--- config.mk ---
export PLATFORM = sky130hd
export DESIGN_NAME = move_scheduler
export DESIGN_NICKNAME = d
export VERILOG_FILES = /design/src/rtl/move_scheduler_pkg.sv /design/src/rtl/move_scheduler_gravity_timer.sv /design/src/rtl/move_scheduler.sv
export SDC_FILE = /design/constraint.sdc
export NUM_CORES = 1
export LEC_CHECK = 0
export ABC_AREA = 1
export CAP_MARGIN = 10
export CORE_MARGIN = 3
export CORE_UTILIZATION = 40
export DETAILED_ROUTE_END_ITERATION = 8
export DONT_BUFFER_PORTS = 1
export GPL_ROUTABILITY_DRIVEN = 0
export PLACE_DENSITY = 0.64
export SETUP_SLACK_MARGIN = 0.4
export SLEW_MARGIN = 20
export SYNTH_ARGS = -nofsm -noshare
export SYNTH_HDL_FRONTEND = slang
export SYNTH_SLANG_ARGS = --single-unit
--- constraint.sdc ---
create_clock -name clk -period 2.07 [get_ports clk]
set_input_delay 0.414 -clock clk [delete_from_list [all_inputs] [get_ports clk]]
set_output_delay 0.414 -clock clk [all_outputs]
set_load 0.005 [all_outputs]
--- src/rtl/move_scheduler_pkg.sv ---
// Shared definitions for the movement scheduler and the falling-piece datapath.
// Holds the movement command codes and the arbiter state encoding.
package move_scheduler_pkg;

   localparam int unsigned MV_W = 4;

   localparam logic [MV_W-1:0] MV_CW    = 4'd0;
   localparam logic [MV_W-1:0] MV_ACW   = 4'd1;
   localparam logic [MV_W-1:0] MV_DOWN  = 4'd2;
   localparam logic [MV_W-1:0] MV_LEFT  = 4'd3;
   localparam logic [MV_W-1:0] MV_RIGHT = 4'd4;
   localparam logic [MV_W-1:0] MV_NONE  = 4'd5;

   localparam int unsigned N_USER = 5;

   typedef enum logic {
      IDLE  = 1'b0,
      ISSUE = 1'b1
   } state_t;

endpackage

--- src/rtl/move_scheduler_gravity_timer.sv ---
// Gravity timer: counts ce-cycles up to a velocity-shifted limit and flags expiry.
// Ports:
//   clk, reset      clock and asynchronous active-high reset
//   ce              clock enable
//   clear           synchronous clear (game over)
//   drop            granted soft drop; restarts the period
//   velocity        speed select; period = GRAV_BASE >> velocity
//   tick            registered one-ce-cycle expiry pulse
//   expire_c        combinational expiry, valid on the cycle the counter wraps
module move_scheduler_gravity_timer #(
   parameter int unsigned GRAV_BASE = 25_000_000,
   parameter int unsigned CNT_W     = 25
) (
   input  logic       clk,
   input  logic       reset,
   input  logic       ce,
   input  logic       clear,
   input  logic       drop,
   input  logic [1:0] velocity,
   output logic       tick,
   output logic       expire_c
);

   logic [CNT_W-1:0] count;
   logic [CNT_W-1:0] limit_c;

   // Comparing with >= makes a velocity increase that lands below the
   // current count expire on the very next ce-cycle.
   always_comb begin
      limit_c  = CNT_W'((GRAV_BASE >> velocity) - 32'd1);
      expire_c = ce && !clear && !drop && (count >= limit_c);
   end

   always_ff @(posedge clk or posedge reset) begin
      if (reset) begin
         count <= '0;
         tick  <= 1'b0;
      end else if (ce) begin
         tick <= expire_c;
         if (clear || drop || expire_c) begin
            count <= '0;
         end else begin
            count <= count + CNT_W'(1);
         end
      end
   end

endmodule

--- src/rtl/move_scheduler.sv ---
// Movement scheduler: edge-detects the debounced buttons, holds each request
// pending together with gravity, and issues one movement command at a time
// over a valid/ready handshake.
// Ports:
//   clk, reset            clock and asynchronous active-high reset
//   ce                    clock enable; all state advances only when high
//   clockwise_db .. right_db  debounced button levels
//   velocity              gravity speed select
//   game_over             clears all pending work and blocks new requests
//   move_ready            datapath accepts the current command
//   movement              command code (MV_* in the package)
//   move_valid            movement carries a live command
//   grav_tick             one-ce-cycle pulse on gravity expiry
module move_scheduler #(
   parameter int unsigned GRAV_BASE  = 25_000_000,
   parameter int unsigned CNT_W      = 25,
   parameter int unsigned STARVE_MAX = 2
) (
   input  logic       clk,
   input  logic       reset,
   input  logic       ce,
   input  logic       clockwise_db,
   input  logic       anti_clkwise_db,
   input  logic       down_db,
   input  logic       left_db,
   input  logic       right_db,
   input  logic [1:0] velocity,
   input  logic       game_over,
   input  logic       move_ready,
   output logic [3:0] movement,
   output logic       move_valid,
   output logic       grav_tick
);

   import move_scheduler_pkg::*;

   localparam int unsigned ST_W = (STARVE_MAX > 0) ? $clog2(STARVE_MAX + 1) : 1;

   state_t            state;
   logic [N_USER-1:0] btn_c;
   logic [N_USER-1:0] btn_q;
   logic [N_USER-1:0] edge_c;
   logic [N_USER-1:0] pend;
   logic [N_USER-1:0] user_clr_c;
   logic              grav_pend;
   logic              grav_clr_c;
   logic [ST_W-1:0]   starve;
   logic              starved_c;
   logic              grant_c;
   logic              drop_c;
   logic              expire_c;
   logic [MV_W-1:0]   sel_c;

   // Bit index equals the movement code of each button.
   assign btn_c = {right_db, left_db, down_db, anti_clkwise_db, clockwise_db};

   // Rising edges only; game_over masks them while the edge registers still sample.
   assign edge_c = btn_c & ~btn_q & {N_USER{~game_over}};

   // Grant happens on the accepting ce-cycle of an issued command.
   assign grant_c   = ce && !game_over && (state == ISSUE) && move_ready;
   assign drop_c    = grant_c && (movement == MV_DOWN);
   assign starved_c = grav_pend && (starve == ST_W'(STARVE_MAX));

   // Per-flag clear strobes decoded from the command being granted.
   always_comb begin
      user_clr_c = '0;
      for (int i = 0; i < int'(N_USER); i++) begin
         user_clr_c[i] = grant_c && (movement == MV_W'(i));
      end
      grav_clr_c = grant_c && (movement == MV_NONE);
   end

   // Winner select: forced gravity when starved, else lowest code wins.
   always_comb begin
      sel_c = MV_NONE;
      if (!starved_c) begin
         for (int i = int'(N_USER) - 1; i >= 0; i--) begin
            if (pend[i]) sel_c = MV_W'(i);
         end
      end
   end

   move_scheduler_gravity_timer #(
      .GRAV_BASE (GRAV_BASE),
      .CNT_W     (CNT_W)
   ) u_gravity_timer (
      .clk      (clk),
      .reset    (reset),
      .ce       (ce),
      .clear    (game_over),
      .drop     (drop_c),
      .velocity (velocity),
      .tick     (grav_tick),
      .expire_c (expire_c)
   );

   // Arbiter FSM with pending flags and starvation counter.
   always_ff @(posedge clk or posedge reset) begin
      if (reset) begin
         state      <= IDLE;
         btn_q      <= '0;
         pend       <= '0;
         grav_pend  <= 1'b0;
         starve     <= '0;
         movement   <= MV_NONE;
         move_valid <= 1'b0;
      end else if (ce) begin
         btn_q <= btn_c;
         if (game_over) begin
            state      <= IDLE;
            pend       <= '0;
            grav_pend  <= 1'b0;
            starve     <= '0;
            movement   <= MV_NONE;
            move_valid <= 1'b0;
         end else begin
            // A new request on the granting cycle keeps its flag set.
            pend      <= (pend & ~user_clr_c) | edge_c;
            grav_pend <= (grav_pend & ~grav_clr_c) | expire_c;
            case (state)
               IDLE: begin
                  if ((|pend) || grav_pend) begin
                     movement   <= sel_c;
                     move_valid <= 1'b1;
                     state      <= ISSUE;
                  end
               end
               ISSUE: begin
                  if (move_ready) begin
                     movement   <= MV_NONE;
                     move_valid <= 1'b0;
                     state      <= IDLE;
                     if (movement == MV_NONE) begin
                        starve <= '0;
                     end else if (grav_pend && (starve != ST_W'(STARVE_MAX))) begin
                        starve <= starve + ST_W'(1);
                     end
                  end
               end
               default: state <= IDLE;
            endcase
         end
      end
   end

endmodule
==> run_results.csv, run 1 <==
group,metric,value,unit
cells_and_area,fin_util,52.2,%
floorplanning,core-area,7410,um^2
flow_run,cap_violations,0,
route,dr.pass1.iters,5,
floorplanning,initial_utilization,42.1,%
logic_synthesis,yosysSeqAreaShare,35.4,%
floorplanning,rows,31,
sta,finalSetupViolations,0,
grt,grt_pass1_vias,2710,
floorplanning,io_pins,18,
clock_tree,numCtsBuffers,5,
route,drtIter0Drc,201,
min_path,hold_path.class,"in -> async",
sta,finalClockSkew,0.00849,ns
logic_synthesis,synth_area_leaders,"dfrtp_1 (34%), nand2_1 (12%), ha_1 (8.4%), a21oi_2 (5.6%), inv_1 (5.5%)",
route,ant_nets,0,
cells_and_area,drive_above_1_share,31.4,%
cells_and_area,ff_latch_area,1120,um^2
sta,post-route-period-util,89.8,%
grt,antenna_found_initial,0,
floorplanning,die_h,94.3,um
clock_tree,clock_latency,0.29,ns
logic_synthesis,netlist_area,3120,um^2
clock_tree,hold_buffers,0,
route,num_vias,2786,
logic_synthesis,synth_warnings,0,
critical_path,critPathRequiredTime,2.25,ns
critical_path,start_kind,"register",
logic_synthesis,avgSynthCellArea,7.63,um^2
sta,final_hold_viol_count,0,
sta,tns,0,ns
sta,drv_slew,0,
logic_synthesis,synth-seq-cells,44,
sta,rsz0062_at_grt,"yes",
sta,max_freq,538,MHz
route,wl,8.12,mm
clock_tree,cts.sinks,44,
sta,hold_slack,0.00488,ns
pwr,ir_drop,409,uV
clock_tree,clk_path_buf_depth,2,
logic_synthesis,syn_inst,409,
grt,overflow,0,
logic_synthesis,async_reset_ff_share,100,%
logic_synthesis,yosys-top-cells-count,"nand2_1 (97), inv_1 (46), dfrtp_1 (42), nor2_1 (37), nand3_1 (23)",
logic_synthesis,synth_cell_type_count,40,
cells_and_area,diodes,0,
clock_tree,clk_pin_slew,0.08,ns
cells_and_area,final_cell_area,3860,um^2
place,place_area,3330,um^2
cells_and_area,areaGrowthSynthToFinish,23.9,%
pwr,p_per_area,494,nW/um^2
grt,grt_usage,18.6,%
logic_synthesis,yosysMostFrequentCell,"nand2_1",
pwr,p_leak,1.72,nW
route,drc_errors,0,
clock_tree,cts-root-buf,"clkbuf_8",
critical_path,crit_type,"reg -> reg",
floorplanning,dieArea,8890,um^2
critical_path,crit_path_end_kind,"register",
grt,grt_max_degree,41,
cells_and_area,multi_input_area,2050,um^2
route,wire_per_inst,15.2,um
logic_synthesis,synth_flop_cell,"dfrtp_1",
logic_synthesis,synth_area_leader_cell,"dfrtp_1",
cells_and_area,layout.nets,469,
sta,min_period,1.86,ns
floorplanning,die_w,94.3,um
cells_and_area,nFillCells,682,
logic_synthesis,yosys.area.top_type_share,33.7,%
logic_synthesis,synth_edf_count,0,
run_status,status,"finished clean",
grt,grt_pass1_wl,13.0,mm
critical_path,cp.arrival,2.04,ns
critical_path,worstPathMaxFanout,6,
route,vias_per_cell,5.20,
clock_tree,cts_tree,"yes",
place,portBuffers,0,
place,place_hpwl,5.62,mm
clock_tree,cts.htree.levels,2,
-- area by class of cell --
class	instances	area share, %
inverter	54	5.25
clock inverter	2	0.259
sequential	44	29.0
timing repair buffer	28	7.19
tap	99	3.21
multi-input combinational	303	53.0
clock buffer	6	2.14
-- metrics by stage --
| step | std cells | power (mW) | setup slack, ns |
|---|---|---|---|
| 6_report | 536 | 1.91 | 0.211 |
| 5_1_grt | 536 | 2.04 | 0.101 |
| 4_1_cts | 524 | 1.90 | 0.260 |
| 3_5_place_dp | 509 | 1.32 | 0.0607 |
| 3_3_place_gp | 509 | 1.31 | 0.0816 |
| 2_1_floorplan | 412 | 1.27 | 0.189 |
-- sequential cells by signal (all words and copies together) (netlist names) --
signal                 count
u_gravity_timer.tick       1
starve                     2
grav_pend                  1
move_valid                 1
u_gravity_timer.count     25
state                      1
movement                   3
pend                       5
btn_q                      5
-- kinds of logic (layout without fill, tap and decap cells) --
group	after synthesis	after routing	share of synthesized area (%)
compound gates	64	64	13.6
other cells	2	5	0.241
xor+xnor	15	15	4.21
simple gates	198	198	29.5
fa+ha+maj	21	21	8.42
flops	44	44	35.4
buf+inv	65	90	8.62
-- layer usage --
layer / GRT usage [%] / share of wire [%] / routed length, um / up-vias
li1: - / - / - / 1385
met1: 25.0 / 43 / 3520 / 1306
met2: 30.6 / 49 / 4010 / 82
met3: 3.13 / 5.3 / 429 / 13
met4: 5.78 / 1.9 / 154 / 0
met5: 0 / 0 / 0 / -
-- power by group --
part	internal [mW]	switching [mW]	total, mW	leakage, nW
Sequential	0.940	0.0639	1.00	0.562
Combinational	0.136	0.214	0.349	1.10
Clock	0.267	0.290	0.556	0.0510
-- worst paths after layout --
check,to,slack [ns],cells past startpoint,startpoint
hold reg to reg,pend[1],0.48,1,btn_q[1]
setup reg to reg,u_gravity_timer.count[15],0.21,9,u_gravity_timer.count[9]
setup / recovery,u_gravity_timer.count[15],0.21,9,u_gravity_timer.count[9]
max in group asynchronous,u_gravity_timer.count[4],1.50,2,reset
min in group clk,u_gravity_timer.count[3],0.19,1,ce
hold / removal,btn_q[0],0.005,1,reset
-- timing repair --
action,CTS,global route
pin swaps,3,20
endpoints found under the setup margin,27,29
hold endpoints to repair,0,0
gates cloned,1,2
resized for setup,17,32
setup buffers,6,10
-- critical path, stage by stage (launching register included) --
cell and delay (ns):
dfrtp_1 0.48, ha_1 0.31, nand4_1 0.14, nor2_2 0.14, nand2_1 0.08, nor2_2 0.16, nor2_4 0.06, nand3_4 0.13
clkbuf_16 0.19, a21oi_2 0.05
-- cells in the final DEF, fill, tap and decap left out, types with 3 or more instances in the layout --
cell	Yosys	layout
nand2_1	97	89
inv_1	46	41
nor2_1	37	32
dfrtp_1	42	29
a21oi_2	20	25
buf_4	2	24
nand3_1	23	21
o21ai_0	18	14
ha_4	0	14
inv_2	8	13
dfrtp_2	0	13
nand4_1	12	12
xor2_1	11	11
nor2_2	6	9
a21oi_1	13	8
nand2_2	1	7
nor3_1	7	6
ha_1	21	6
clkbuf_8	0	6
o21ai_1	1	5
conb_1	2	5
nor2_4	2	4
xnor2_1	4	4
a21o_1	3	3
nand3b_1	3	3
(Power assumes the default switching activity.)
==> run 2, diff against run 1 <==
Settings changed: CORE_UTILIZATION 40 to 45, PLACE_DENSITY 0.64 to 0.7.
==> run_results.csv, run 2 (synthesis gave the netlist of run 1 again) <==
group,metric,value,unit
clock_tree,cts.sinks,44,
clock_tree,hold_buffers,0,
critical_path,cp.arrival,2.02,ns
sta,tns,0,ns
sta,finalSetupViolations,0,
sta,min_period,1.84,ns
cells_and_area,drive_above_1_share,32.3,%
pwr,p_per_area,535,nW/um^2
floorplanning,die_w,89.3,um
pwr,ir_drop,396,uV
route,vias_per_cell,5.65,
sta,worstMarginPinSlew,0.640,ns
route,dr.pass1.iters,5,
floorplanning,rows,29,
clock_tree,cts-root-buf,"clkbuf_8",
sta,rsz0062_at_grt,"yes",
clock_tree,cts_tree,"yes",
grt,overflow,0,
cells_and_area,areaGrowthSynthToFinish,24.1,%
place,portBuffers,0,
clock_tree,clock_latency,0.30,ns
cells_and_area,final_cell_mix,"nand2_1 (86), inv_1 (42), dfrtp_1 (31)",
floorplanning,core-area,6530,um^2
floorplanning,dieArea,7970,um^2
sta,drv_slew,0,
clock_tree,clk_path_buf_depth,2,
cells_and_area,reg_top3,"u_gravity_timer.count (25), btn_q (5), pend (5)",
grt,grt_pass1_wl,13.3,mm
cells_and_area,largest_reg_flops,25,
critical_path,worstPathMaxFanout,11,
critical_path,crit_type,"reg -> reg",
sta,relSlewSlack,57.3,%
critical_path,critPathRequiredTime,2.26,ns
min_path,hold_path.class,"in -> async",
flow_run,cap_violations,0,
clock_tree,cts.htree.levels,2,
floorplanning,io_pins,18,
grt,grt_max_degree,41,
sta,layout_setup_ws,0.232,ns
route,drc_errors,0,
route,wl,8.51,mm
clock_tree,clk_pin_slew,0.10,ns
floorplanning,die_h,89.3,um
cells_and_area,layout.nets,465,
route,wire_per_inst,16.7,um
sta,post-route-period-util,88.8,%
run_status,status,"finished clean",
place,place_hpwl,5.83,mm
cells_and_area,diodes,0,
route,num_vias,2879,
sta,max_freq,544,MHz
grt,grt_usage,21.8,%
sta,finalClockSkew,0.00887,ns
floorplanning,initial_utilization,47.8,%
cells_and_area,largest_register,"u_gravity_timer.count",
clock_tree,numCtsBuffers,5,
critical_path,start_kind,"register",
route,drtIter0Drc,267,
cells_and_area,layout_commonest_cell,"nand2_1",
grt,antenna_found_initial,0,
route,ant_nets,0,
sta,hold_slack,0.0680,ns
pwr,p_leak,1.71,nW
sta,final_hold_viol_count,0,
place,place_ws,0.0863,ns
critical_path,crit_path_end_kind,"register",
grt,grt_pass1_vias,2787,
[run 2: cell count changes in the layout (fill, tap and decap cells not counted), moves of 3 or more]
cell     before  now
nor2_1       32   29
nand2_1      89   86
nand2_2       7   10
nor2_4        4    7
buf_4        24   21
[run 2: cell type report]
type                       instances  area (um^2)
tap                               77         96.3
fill                             548         2660
sequential                        44         1120
multi-input combinational        303         2110
inverter                          54          203
clock inverter                     2         38.8
clock buffer                       6         82.6
timing repair buffer              24          223
[run 2: path summary, 6_finish.rpt]
check / from / end / slack [ns] / cells after the start
hold / removal: reset / btn_q[4] / 0.07 / 1
hold reg to reg: btn_q[1] / pend[1] / 0.47 / 1
setup reg to reg: u_gravity_timer.count[23] / u_gravity_timer.count[7] / 0.23 / 11
min in group clk: ce / u_gravity_timer.count[21] / 0.18 / 1
setup / recovery: u_gravity_timer.count[23] / u_gravity_timer.count[7] / 0.23 / 11
max in group asynchronous: reset / u_gravity_timer.count[3] / 1.41 / 2
[run 2: metrics by stage]
step                      util [%]  instance area [um^2]  cells  total power [mW]
after CTS                     54.8                  3580    505              2.05
after floorplan                  -                  3210    412              1.27
after detailed placement      50.7                  3310    487              1.33
final                         59.3                  3870    510              2.07
after global placement        50.7                  3310    487              1.31
after global routing          59.3                  3870    510              2.17
[run 2: routing by layer]
metal / vias up / share of wire [%] / global-route usage [%]
li1: 1382 / - / -
met1: 1366 / 43 / 28.3
met2: 113 / 48 / 37.9
met3: 18 / 6.0 / 3.13
met4: 0 / 2.5 / 5.95
met5: - / 0 / 0
[run 2: what timing repair did]
item / CTS / global route
cloned: 0 / 1
endpoints found under the hold margin: 0 / 0
resized for setup: 21 / 38
endpoints found under the setup margin: 27 / 33
setup buffers: 10 / 4
pin swaps: 2 / 13
[run 2: critical path: stages (launching register included)]
cell,delay [ns]
dfrtp_1,0.47
ha_4,0.31
nand2_2,0.05
nor2_2,0.10
nand2_1,0.06
nor2_1,0.10
nand2_1,0.07
nor2_2,0.15
nor2_4,0.06
nand3_4,0.13
buf_12,0.16
a21oi_2,0.06
[run 2: power by group]
part / switching, mW / internal, mW
sequential: 0.0649 / 0.941
combinational: 0.215 / 0.128
clock: 0.326 / 0.395
